## src/rtl/fifo_arb_pkg.sv

```systemverilog
// Shared types and helpers for the FIFO write-port arbiter.
package fifo_arb_pkg;

   typedef enum logic [1:0] {
      IDLE,
      GRANT,
      STALL
   } arb_state_t;

   // Explicit wrap so NUM_REQ need not be a power of two.
   function automatic int next_rr(input int ptr, input int num_req);
      return (ptr >= num_req - 1) ? 0 : ptr + 1;
   endfunction

endpackage

```

## src/rtl/fifo_wr_arbiter_if.sv

```systemverilog
// Requester-side handshakes plus FIFO write-port pins seen by the arbiter.
interface fifo_wr_arbiter_if #(
   parameter int NUM_REQ    = 2,
   parameter int DATA_WIDTH = 24
);
   logic [NUM_REQ-1:0]                 req_valid;
   logic [NUM_REQ-1:0][DATA_WIDTH-1:0] req_data;
   logic [NUM_REQ-1:0]                 req_ready;
   logic                               fifo_full;
   logic                               fifo_almost_full;
   logic                               fifo_wr_en;
   logic [DATA_WIDTH-1:0]              fifo_data_in;
   logic [$clog2(NUM_REQ)-1:0]         grant_id;
   logic                               busy;

   modport master (
      input  req_valid, req_data, fifo_full, fifo_almost_full,
      output req_ready, fifo_wr_en, fifo_data_in, grant_id, busy
   );

   modport slave (
      output req_valid, req_data, fifo_full, fifo_almost_full,
      input  req_ready, fifo_wr_en, fifo_data_in, grant_id, busy
   );
endinterface

```

## src/rtl/rr_priority_pick.sv

```systemverilog
// Combinational round-robin search: first set req_valid bit at or after start, wrapping.
module rr_priority_pick #(
   parameter int NUM_REQ = 2
) (
   input  logic [NUM_REQ-1:0]         req_valid,
   input  logic [$clog2(NUM_REQ)-1:0] start,
   output logic                       hit,
   output logic [$clog2(NUM_REQ)-1:0] idx
);
   localparam int IDX_W = $clog2(NUM_REQ);

   logic [IDX_W:0]   sum;
   logic [IDX_W-1:0] cand;

   // NOTE: every variable written here gets a default first, so no latch is inferred.
   always_comb begin
      hit  = 1'b0;
      idx  = start;
      sum  = '0;
      cand = '0;
      // Scan farthest offset first so the nearest valid requester overwrites the result last.
      for (int i = NUM_REQ - 1; i >= 0; i--) begin
         sum  = {1'b0, start} + (IDX_W + 1)'(i);
         cand = (sum >= (IDX_W + 1)'(NUM_REQ)) ? IDX_W'(sum - (IDX_W + 1)'(NUM_REQ))
                                                : IDX_W'(sum);
         if (req_valid[cand]) begin
            hit = 1'b1;
            idx = cand;
         end
      end
   end
endmodule

```

## src/rtl/fifo_wr_arbiter.sv

```systemverilog
// Round-robin arbiter sharing the async FIFO write port among NUM_REQ producers.
// Define FIFO_WR_ARB_BURST_EN to hold a grant for up to BURST_LEN consecutive transfers.
module fifo_wr_arbiter
   import fifo_arb_pkg::*;
#(
   parameter int NUM_REQ    = 2,
   parameter int DATA_WIDTH = 24,
   parameter int BURST_LEN  = 4
) (
   input  logic              clk,
   input  logic              reset,
   fifo_wr_arbiter_if.master bus
);
   localparam int IDX_W = $clog2(NUM_REQ);

   arb_state_t         state, state_n;
   logic [IDX_W-1:0]   rr_ptr, rr_ptr_n, grant_id, grant_id_n;
   logic [IDX_W-1:0]   rot_ptr, pick_start, pick_idx;
   logic               pick_hit, stall, transfer, hold;
   logic [NUM_REQ-1:0] req_ready;

   // fifo_full lags a cycle behind the FIFO, so the combinational flag is gated as well.
   assign stall      = bus.fifo_full | bus.fifo_almost_full;
   assign rot_ptr    = IDX_W'(next_rr(int'(grant_id), NUM_REQ));
   assign pick_start = (state == GRANT) ? rot_ptr : rr_ptr;

   rr_priority_pick #(.NUM_REQ(NUM_REQ)) u_pick (
      .req_valid (bus.req_valid),
      .start     (pick_start),
      .hit       (pick_hit),
      .idx       (pick_idx)
   );

   always_comb begin
      req_ready = '0;
      for (int i = 0; i < NUM_REQ; i++)
         req_ready[i] = (state == GRANT) && (grant_id == IDX_W'(i)) && !stall;
   end

   assign transfer         = req_ready[grant_id] & bus.req_valid[grant_id];
   assign bus.req_ready    = req_ready;
   assign bus.fifo_wr_en   = transfer;
   assign bus.fifo_data_in = transfer ? bus.req_data[grant_id] : {DATA_WIDTH{1'b0}};
   assign bus.grant_id     = grant_id;
   assign bus.busy         = (state != IDLE);

`ifdef FIFO_WR_ARB_BURST_EN
   localparam int CNT_W = $clog2(BURST_LEN + 1);
   logic [CNT_W-1:0] burst_cnt;

   assign hold = transfer && (burst_cnt < CNT_W'(BURST_LEN - 1));

   // Counter is untouched while stalled; any rotation clears it.
   always_ff @(posedge clk or posedge reset) begin
      if (reset)
         burst_cnt <= '0;
      else if (state == GRANT && !stall)
         burst_cnt <= hold ? burst_cnt + CNT_W'(1) : '0;
   end
`else
   assign hold = 1'b0;
`endif

   always_comb begin
      state_n    = state;
      rr_ptr_n   = rr_ptr;
      grant_id_n = grant_id;
      case (state)
         IDLE: begin
            if (pick_hit) begin
               grant_id_n = pick_idx;
               state_n    = GRANT;
            end
         end
         GRANT: begin
            if (stall) begin
               state_n = STALL;
            end else if (!hold) begin
               // Rotate and re-pick in the same cycle so alternating producers see no bubble.
               rr_ptr_n = rot_ptr;
               if (pick_hit) grant_id_n = pick_idx;
               else          state_n    = IDLE;
            end
         end
         STALL: begin
            if (!stall) state_n = GRANT;
         end
         default: state_n = IDLE;
      endcase
   end

   // NOTE: sequential state uses non-blocking assignments so every register samples pre-edge values.
   always_ff @(posedge clk or posedge reset) begin
      if (reset) begin
         state    <= IDLE;
         rr_ptr   <= '0;
         grant_id <= '0;
      end else begin
         state    <= state_n;
         rr_ptr   <= rr_ptr_n;
         grant_id <= grant_id_n;
      end
   end

   a_params: assert property (@(posedge clk) (NUM_REQ >= 2) && (BURST_LEN >= 1));

   for (genvar i = 0; i < NUM_REQ; i++) begin : g_proto
      a_hold: assert property (@(posedge clk) disable iff (reset)
         bus.req_valid[i] && !bus.req_ready[i] |=> bus.req_valid[i] && $stable(bus.req_data[i]));
   end
endmodule

```

## src/flat_wrapper.sv

```systemverilog
// flat-port wrapper written by rule: the top's interface ports become plain ports
module fifo_wr_arbiter_flat import fifo_arb_pkg::*;
#(
   parameter int NUM_REQ    = 2,
   parameter int DATA_WIDTH = 24,
   parameter int BURST_LEN  = 4
)
  (clk, reset, bus_req_valid, bus_req_data, bus_fifo_full, bus_fifo_almost_full, bus_req_ready, bus_fifo_wr_en, bus_fifo_data_in, bus_grant_id, bus_busy);
  fifo_wr_arbiter_if #(.NUM_REQ(NUM_REQ), .DATA_WIDTH(DATA_WIDTH)) bus_i ();
  input  logic clk;
  input  logic reset;
  input wire logic [$bits(bus_i.req_valid)-1:0] bus_req_valid;
  input wire logic [$bits(bus_i.req_data)-1:0] bus_req_data;
  input wire logic [$bits(bus_i.fifo_full)-1:0] bus_fifo_full;
  input wire logic [$bits(bus_i.fifo_almost_full)-1:0] bus_fifo_almost_full;
  output wire logic [$bits(bus_i.req_ready)-1:0] bus_req_ready;
  output wire logic [$bits(bus_i.fifo_wr_en)-1:0] bus_fifo_wr_en;
  output wire logic [$bits(bus_i.fifo_data_in)-1:0] bus_fifo_data_in;
  output wire logic [$bits(bus_i.grant_id)-1:0] bus_grant_id;
  output wire logic [$bits(bus_i.busy)-1:0] bus_busy;
  assign bus_i.req_valid = bus_req_valid;
  assign bus_i.req_data = bus_req_data;
  assign bus_i.fifo_full = bus_fifo_full;
  assign bus_i.fifo_almost_full = bus_fifo_almost_full;
  assign bus_req_ready = bus_i.req_ready;
  assign bus_fifo_wr_en = bus_i.fifo_wr_en;
  assign bus_fifo_data_in = bus_i.fifo_data_in;
  assign bus_grant_id = bus_i.grant_id;
  assign bus_busy = bus_i.busy;
  fifo_wr_arbiter #(.NUM_REQ(NUM_REQ), .DATA_WIDTH(DATA_WIDTH), .BURST_LEN(BURST_LEN)) u_core (.clk(clk), .reset(reset), .bus(bus_i));
endmodule
```

## config.mk

```make
export PLATFORM = sky130hd
export DESIGN_NAME = fifo_wr_arbiter_flat
export DESIGN_NICKNAME = d
export VERILOG_FILES = /design/src/rtl/fifo_arb_pkg.sv /design/src/rtl/fifo_wr_arbiter_if.sv /design/src/rtl/rr_priority_pick.sv /design/src/rtl/fifo_wr_arbiter.sv /design/src/flat_wrapper.sv
export SDC_FILE = /design/constraint.sdc
export NUM_CORES = 1
export LEC_CHECK = 0
export ABC_CLOCK_PERIOD_IN_PS = 1800
export CORE_AREA = 4 4 55 57
export CTS_BUF_LIST = sky130_fd_sc_hd__clkbuf_4
export DETAILED_ROUTE_END_ITERATION = 12
export DIE_AREA = 0 0 59 61
export PLACE_DENSITY = 0.81
export SLEW_MARGIN = 20
export SYNTH_ARGS = -nofsm -noshare
export SYNTH_HDL_FRONTEND = slang
export SYNTH_SLANG_ARGS = --single-unit
```

## constraint.sdc

```tcl
create_clock -name clk -period 1.8 [get_ports clk]
set_clock_uncertainty 0.1 [all_clocks]
set_input_delay 0.36 -clock clk [delete_from_list [all_inputs] [get_ports clk]]
set_output_delay 0.36 -clock clk [all_outputs]
set_load 0.02 [all_outputs]
```

==> results.sh, run 1 <==
export IMPL_status="complete, but fails checks"
export IMPL_violations="negative setup slack"
export IMPL_fp_dieW_um=59
export IMPL_core_um2=2480
export IMPL_synth_avg_cell_area_um2=7.86
export IMPL_cts_root_buf="clkbuf_4"
export IMPL_globalRouteOverflowTotal=0
export IMPL_portBuffers=82
export IMPL_worstPathArrival_ns=1.47
export IMPL_seq_area_frac_synth_pct=15.5
export IMPL_grt_pass1_vias=1003
export IMPL_yosys_area_top_type_share_pct=37.3
export IMPL_p_clk_share_pct=7.9
export IMPL_grt_first_pass_wirelength_mm=4.55
export IMPL_end_kind="output pin"
export IMPL_worstPathMaxFanout=12
export IMPL_synth_edf_count=0
export IMPL_diodes=0
export IMPL_p_leak_uw=0.000737
export IMPL_synthToLayoutAreaGrowth_pct=160
export IMPL_placed_cells=199
export IMPL_cts_made_buffers=3
export IMPL_worst_slew_pin_slew_ns=0.286
export IMPL_net_switching_power_uw=597
export IMPL_yosys_area_top_type="mux2i_1"
export IMPL_cellInternalPower_uw=781
export IMPL_rsz0062_at_grt="yes"
export IMPL_die_h_um=61
export IMPL_p_comb_share_pct=79.6
export IMPL_finalSetupViolCount=27
export IMPL_gp_congestion=0.696
export IMPL_rows=18
export IMPL_synth_cell_types=23
export IMPL_fin_cells=205
export IMPL_num_vias=946
export IMPL_drive_gt1_share_pct=41.1
export IMPL_power_per_cell_area_nw_per_um2=822
export IMPL_drv_cap=0
export IMPL_yosysWarnings=0
export IMPL_clk_path_buf_depth=2
export IMPL_worstSkewPairLatency_ns=0.23
export IMPL_min_path_type="input pin to async pin"
export IMPL_post_drt_via_cell_ratio=4.61
export IMPL_r2r_cells=6
export IMPL_slew_viol_final=0
export IMPL_syn_nets=136
export IMPL_switching_share_pct=43.3
export IMPL_htree_levels=1
export IMPL_min_period_ns=1.93
export IMPL_grt_max_degree=14
export IMPL_synth_most_common_cell="nor2_1"
export IMPL_required_ns=1.34
export IMPL_cts_sink_count=4
export IMPL_drcViolationCount=0
export IMPL_syn_cell_area_um2=644
export IMPL_setup_ws_ns=-0.131
export IMPL_final_antenna_net_count=0
export IMPL_cts_hold_buf=0
export IMPL_slew_headroom_pct=80.7
export IMPL_fmax_ghz=0.518
export IMPL_wire_per_inst_um=15.0
export IMPL_track_usage_pct=16.9
export IMPL_utilization_pct=67.6
export IMPL_layout_nets=231
export IMPL_dp_slack_ns=-0.950
export IMPL_clk_pin_slew_ns=0.04
export IMPL_synthCells=82
export IMPL_ys_ff_latch=4
export IMPL_antenna_found_initial=0
export IMPL_fin_crit_sh_pct=107
export IMPL_dr_pass1_iters=4
export IMPL_synth_ff_type="dfrtp_1"
export IMPL_hpwl_mm=2.49
export IMPL_synth_common_cells="nor2_1 (26), mux2i_1 (24), dfrtp_1 (4), inv_1 (4), buf_2 (3)"
export IMPL_synthTopCellsByArea="mux2i_1 (37%), dfrtp_1 (16%), nor2_1 (15%)"
export IMPL_postSynth_asyncResetShare_pct=100
export IMPL_hold_viol_final=0
export IMPL_hold_slack_ns=0.208
export IMPL_ir_drop_mv=0.537
export IMPL_regToRegSetupSlack_ns=0.36
export IMPL_drt_wl_total_mm=3.07
export IMPL_start_util_pct=26.0
export IMPL_sequentialPowerShare_pct=12.5
export IMPL_path_class="register to output pin"
export IMPL_ios=83
export IMPL_cts_tree="done"
export IMPL_drtIter0Drc=32
export IMPL_die_area_um2=3600
export IMPL_worstSetupStartpointType="register"
## power groups by stage
stage	combinational (uW)	sequential (uW)	clock (uW)
3_3_place_gp	975	165	0
6_report	1100	172	109
2_1_floorplan	574	192	0
4_1_cts	1040	167	114
3_5_place_dp	996	166	0
5_1_grt	1180	173	121
## per-stage QoR
step / instance area (um^2) / setup TNS (ns) / power (uW)
after floorplan: 667 / -0.334 / 766
after global placement: 1560 / -23.57 / 1140
after detailed placement: 1560 / -24.55 / 1160
after CTS: 1600 / -3.09 / 1320
after global routing: 1680 / -4.79 / 1470
final: 1680 / -3.11 / 1380
## worst max-delay path: stages, from the launching register on
cell	delay [ns]
dfrtp_1	0.40
nor4b_4	0.27
buf_6	0.18
nand2_8	0.12
nor2_2	0.13
buf_4	0.14
## flip-flops by register name, indices dropped and copies added (netlist names)
signal	cells
u_core.bus.grant_id	1
u_core.rr_ptr	1
u_core.state	2
## layout by cell type (no fill, tap or decap), types with 2 or more instances in the layout
cell / instances
inv_1: 4
buf_4: 24
nor2_2: 14
nor2_4: 4
o21ai_0: 2
clkbuf_4: 3
nand2_8: 2
mux2i_2: 3
dlygate4sd2_1: 3
dfrtp_1: 4
mux2i_1: 21
nor2_1: 9
buf_6: 15
a211oi_1: 2
clkdlybuf4s50_1: 49
## cell families after synthesis
kind of cell	Yosys count	share of synthesized area (%)
compound gates	9	9.32
buf+inv	9	8.15
flops	4	15.5
mux	25	39.0
simple gates	35	28.0
## layer usage
| metal | wire length [um] | GRT usage [%] | up-vias |
|---|---|---|---|
| met3 | 478 | 8.30 | 2 |
| met2 | 1540 | 30.8 | 68 |
| met1 | 1050 | 17.4 | 401 |
| met5 | 0 | 0 | - |
| li1 | - | - | 475 |
| met4 | 5 | 3.88 | 0 |
## final timing paths
kind                            startpoint              endpoint
setup / recovery           u_core.state[1]  bus_fifo_data_in[22]
hold reg to reg              u_core.rr_ptr         u_core.rr_ptr
min in group clk             u_core.rr_ptr         u_core.rr_ptr
max in group asynchronous            reset   u_core.bus.grant_id
hold / removal                       reset       u_core.state[0]
setup reg to reg           u_core.state[1]         u_core.rr_ptr
## area by class of cell
type | count | area [um^2]
inverter | 4 | 15.0
tap | 30 | 37.5
sequential | 4 | 100
multi-input combinational | 70 | 608
clock buffer | 3 | 22.5
timing repair buffer | 94 | 892
fill | 199 | 802
## repair_timing
action                                  4_1_cts  5_1_grt
endpoints found under the setup margin       29       28
pin swaps                                     2        1
gates resized for setup                     165       18
cloned                                        1        0
buffers inserted                              1        1
(Power assumes the default switching activity.)
==> run 2: changes to the inputs <==
--- a/config.mk
+++ b/config.mk
@@ -10,6 +10,7 @@
 export CTS_BUF_LIST = sky130_fd_sc_hd__clkbuf_4
 export DETAILED_ROUTE_END_ITERATION = 12
 export DIE_AREA = 0 0 59 61
+export GPL_TIMING_DRIVEN = 0
 export PLACE_DENSITY = 0.81
 export SLEW_MARGIN = 20
 export SYNTH_ARGS = -nofsm -noshare
==> run 2 against run 1 <==
Effect of this change:
- the flow still finishes with violations (negative setup slack)
- critical path type unchanged
- combinational power increased by 23%
- via count rose by 8.4%
- critical endpoint unchanged
- maximum frequency down 2.2%
- non-clock buffer count is 2 higher
==> results.sh, run 2 (synthesis gave the netlist of run 1 again) <==
export IMPL_status="complete, but fails checks"
export IMPL_violations="negative setup slack"
export IMPL_hpwl_mm=2.43
export IMPL_worstSetupStartpointType="register"
export IMPL_cts_hold_buf=0
export IMPL_track_usage_pct=17.6
export IMPL_synthToLayoutAreaGrowth_pct=206
export IMPL_slew_viol_final=0
export IMPL_slew_headroom_pct=71.5
export IMPL_power_uw=1650
export IMPL_seq_area_um2=103
export IMPL_worstSkewPairLatency_ns=0.23
export IMPL_start_util_pct=26.0
export IMPL_grt_max_degree=11
export IMPL_ir_drop_mv=0.630
export IMPL_htree_levels=1
export IMPL_multi_input_area_um2=767
export IMPL_fmax_ghz=0.507
export IMPL_power_per_cell_area_nw_per_um2=837
export IMPL_clk_pin_slew_ns=0.04
export IMPL_gp_congestion=0.667
export IMPL_drt_wl_total_mm=3.88
export IMPL_diodes=0
export IMPL_wire_per_inst_um=18.7
export IMPL_design_area_um2=1970
export IMPL_clk_path_buf_depth=2
export IMPL_end_kind="output pin"
export IMPL_reg_top3="u_core.state (2), u_core.bus.grant_id (1), u_core.rr_ptr (1)"
export IMPL_largest_reg_flops=2
export IMPL_required_ns=1.34
export IMPL_num_vias=1025
export IMPL_worstPathMaxFanout=5
export IMPL_layout_nets=233
export IMPL_min_period_ns=1.97
export IMPL_hold_slack_ns=0.222
export IMPL_rsz0062_at_grt="yes"
export IMPL_globalRouteOverflowTotal=0
export IMPL_fill_cells=151
export IMPL_layout_common_cells="clkdlybuf4s50_1 (50), buf_6 (30), nor2_4 (24), mux2i_1 (14), mux2i_2 (7)"
export IMPL_hold_viol_final=0
export IMPL_worst_path_buf_inv=2
export IMPL_antenna_found_initial=0
export IMPL_crit_family="flip-flops"
export IMPL_final_antenna_net_count=0
export IMPL_cts_sink_count=4
export IMPL_cts_tree="done"
export IMPL_p_leak_uw=0.000799
export IMPL_drv_cap=0
export IMPL_fp_dieW_um=59
export IMPL_min_path_type="input pin to async pin"
export IMPL_crit_chain="mux2_4, nand2_8, clkbuf_16, nor2_4, buf_6"
export IMPL_fin_crit_sh_pct=110
export IMPL_drcViolationCount=0
export IMPL_path_class="register to output pin"
export IMPL_grt_first_pass_wirelength_mm=4.71
export IMPL_worst_slew_pin_slew_ns=0.423
export IMPL_portBuffers=82
export IMPL_core_um2=2480
export IMPL_cts_root_buf="clkbuf_4"
export IMPL_rows=18
export IMPL_top_register="u_core.state"
export IMPL_dr_pass1_iters=4
export IMPL_cts_made_buffers=3
export IMPL_die_h_um=61
export IMPL_worstPathArrival_ns=1.51
export IMPL_layout_cells_most_common="clkdlybuf4s50_1"
export IMPL_cpMaxStageDelayCell="dfrtp_2"
export IMPL_setup_ws_ns=-0.174
export IMPL_drtIter0Drc=33
export IMPL_ios=83
export IMPL_post_drt_via_cell_ratio=4.95
export IMPL_finalSetupViolCount=27
export IMPL_place_area_um2=1530
export IMPL_die_area_um2=3600
export IMPL_cp_slowest_stage_delay_ns=0.44
export IMPL_drive_gt1_share_pct=51.4
export IMPL_grt_pass1_vias=1037
-- run 2: changes by cell type in the layout (fill, tap and decap cells not counted), moves of 3 or more --
cell and change:
buf_4 -19, buf_6 +15, mux2i_1 -7, mux2i_2 +4, mux2i_4 +3, nor2_1 -6
nor2_2 -14, nor2_4 +20
-- run 2: timing repair --
| item | 4_1_cts | 5_1_grt |
|---|---|---|
| gates resized for setup | 184 | 62 |
| cloned | 1 | 2 |
| pin swaps | 3 | 21 |
| setup endpoints to repair | 28 | 28 |
| buffers inserted | 6 | 1 |
-- run 2: layout make-up --
cell class              count  share of cell area [%]
repair buffers             91                    48.2
multi-input cells          70                    38.9
flip-flops and latches      4                    5.21
plain buffers               5                    3.75
well taps                  30                    1.90
clock buffers               3                    1.14
inverters                   4                   0.889
-- run 2: power by group --
group	leakage [uW]	switching, uW	internal [uW]
registers	0.0000454	48.3	138
clock network	0.0000138	33.7	74.4
logic	0.000740	661	693
total	0.000799	743	906
-- run 2: worst paths after layout --
path                                            from                    to  slack, ns  cells after the start
worst min register to register         u_core.rr_ptr         u_core.rr_ptr       0.42                      2
worst max register to register       u_core.state[1]         u_core.rr_ptr       0.40                      6
max in group asynchronous                      reset       u_core.state[1]       1.21                      2
min in group clk                bus_fifo_almost_full       u_core.state[0]       0.33                      2
worst max-delay path             u_core.bus.grant_id  bus_fifo_data_in[22]      -0.17                      5
worst min-delay path                           reset         u_core.rr_ptr       0.22                      2
-- run 2: metrics by stage --
| stage | std cells | util [%] | TNS [ns] | worst slack (ns) |
|---|---|---|---|---|
| finish | 207 | 79.5 | -3.61 | -0.174 |
| global route | 207 | 79.5 | -5.18 | -0.231 |
| CTS | 204 | 68.5 | -5.08 | -0.228 |
| detailed placement | 194 | 61.6 | -24.97 | -0.995 |
| global placement | 194 | 61.6 | -24.89 | -0.999 |
| floorplan | 82 | - | -0.334 | -0.0371 |
-- run 2: layer usage --
metal / vias to the layer above / track usage (%) / part of all wire, %
li1: 473 / - / -
met1: 461 / 17.5 / 30
met2: 83 / 33.4 / 54
met3: 8 / 7.87 / 13
met4: 0 / 3.88 / 2.3
met5: - / 0 / 0
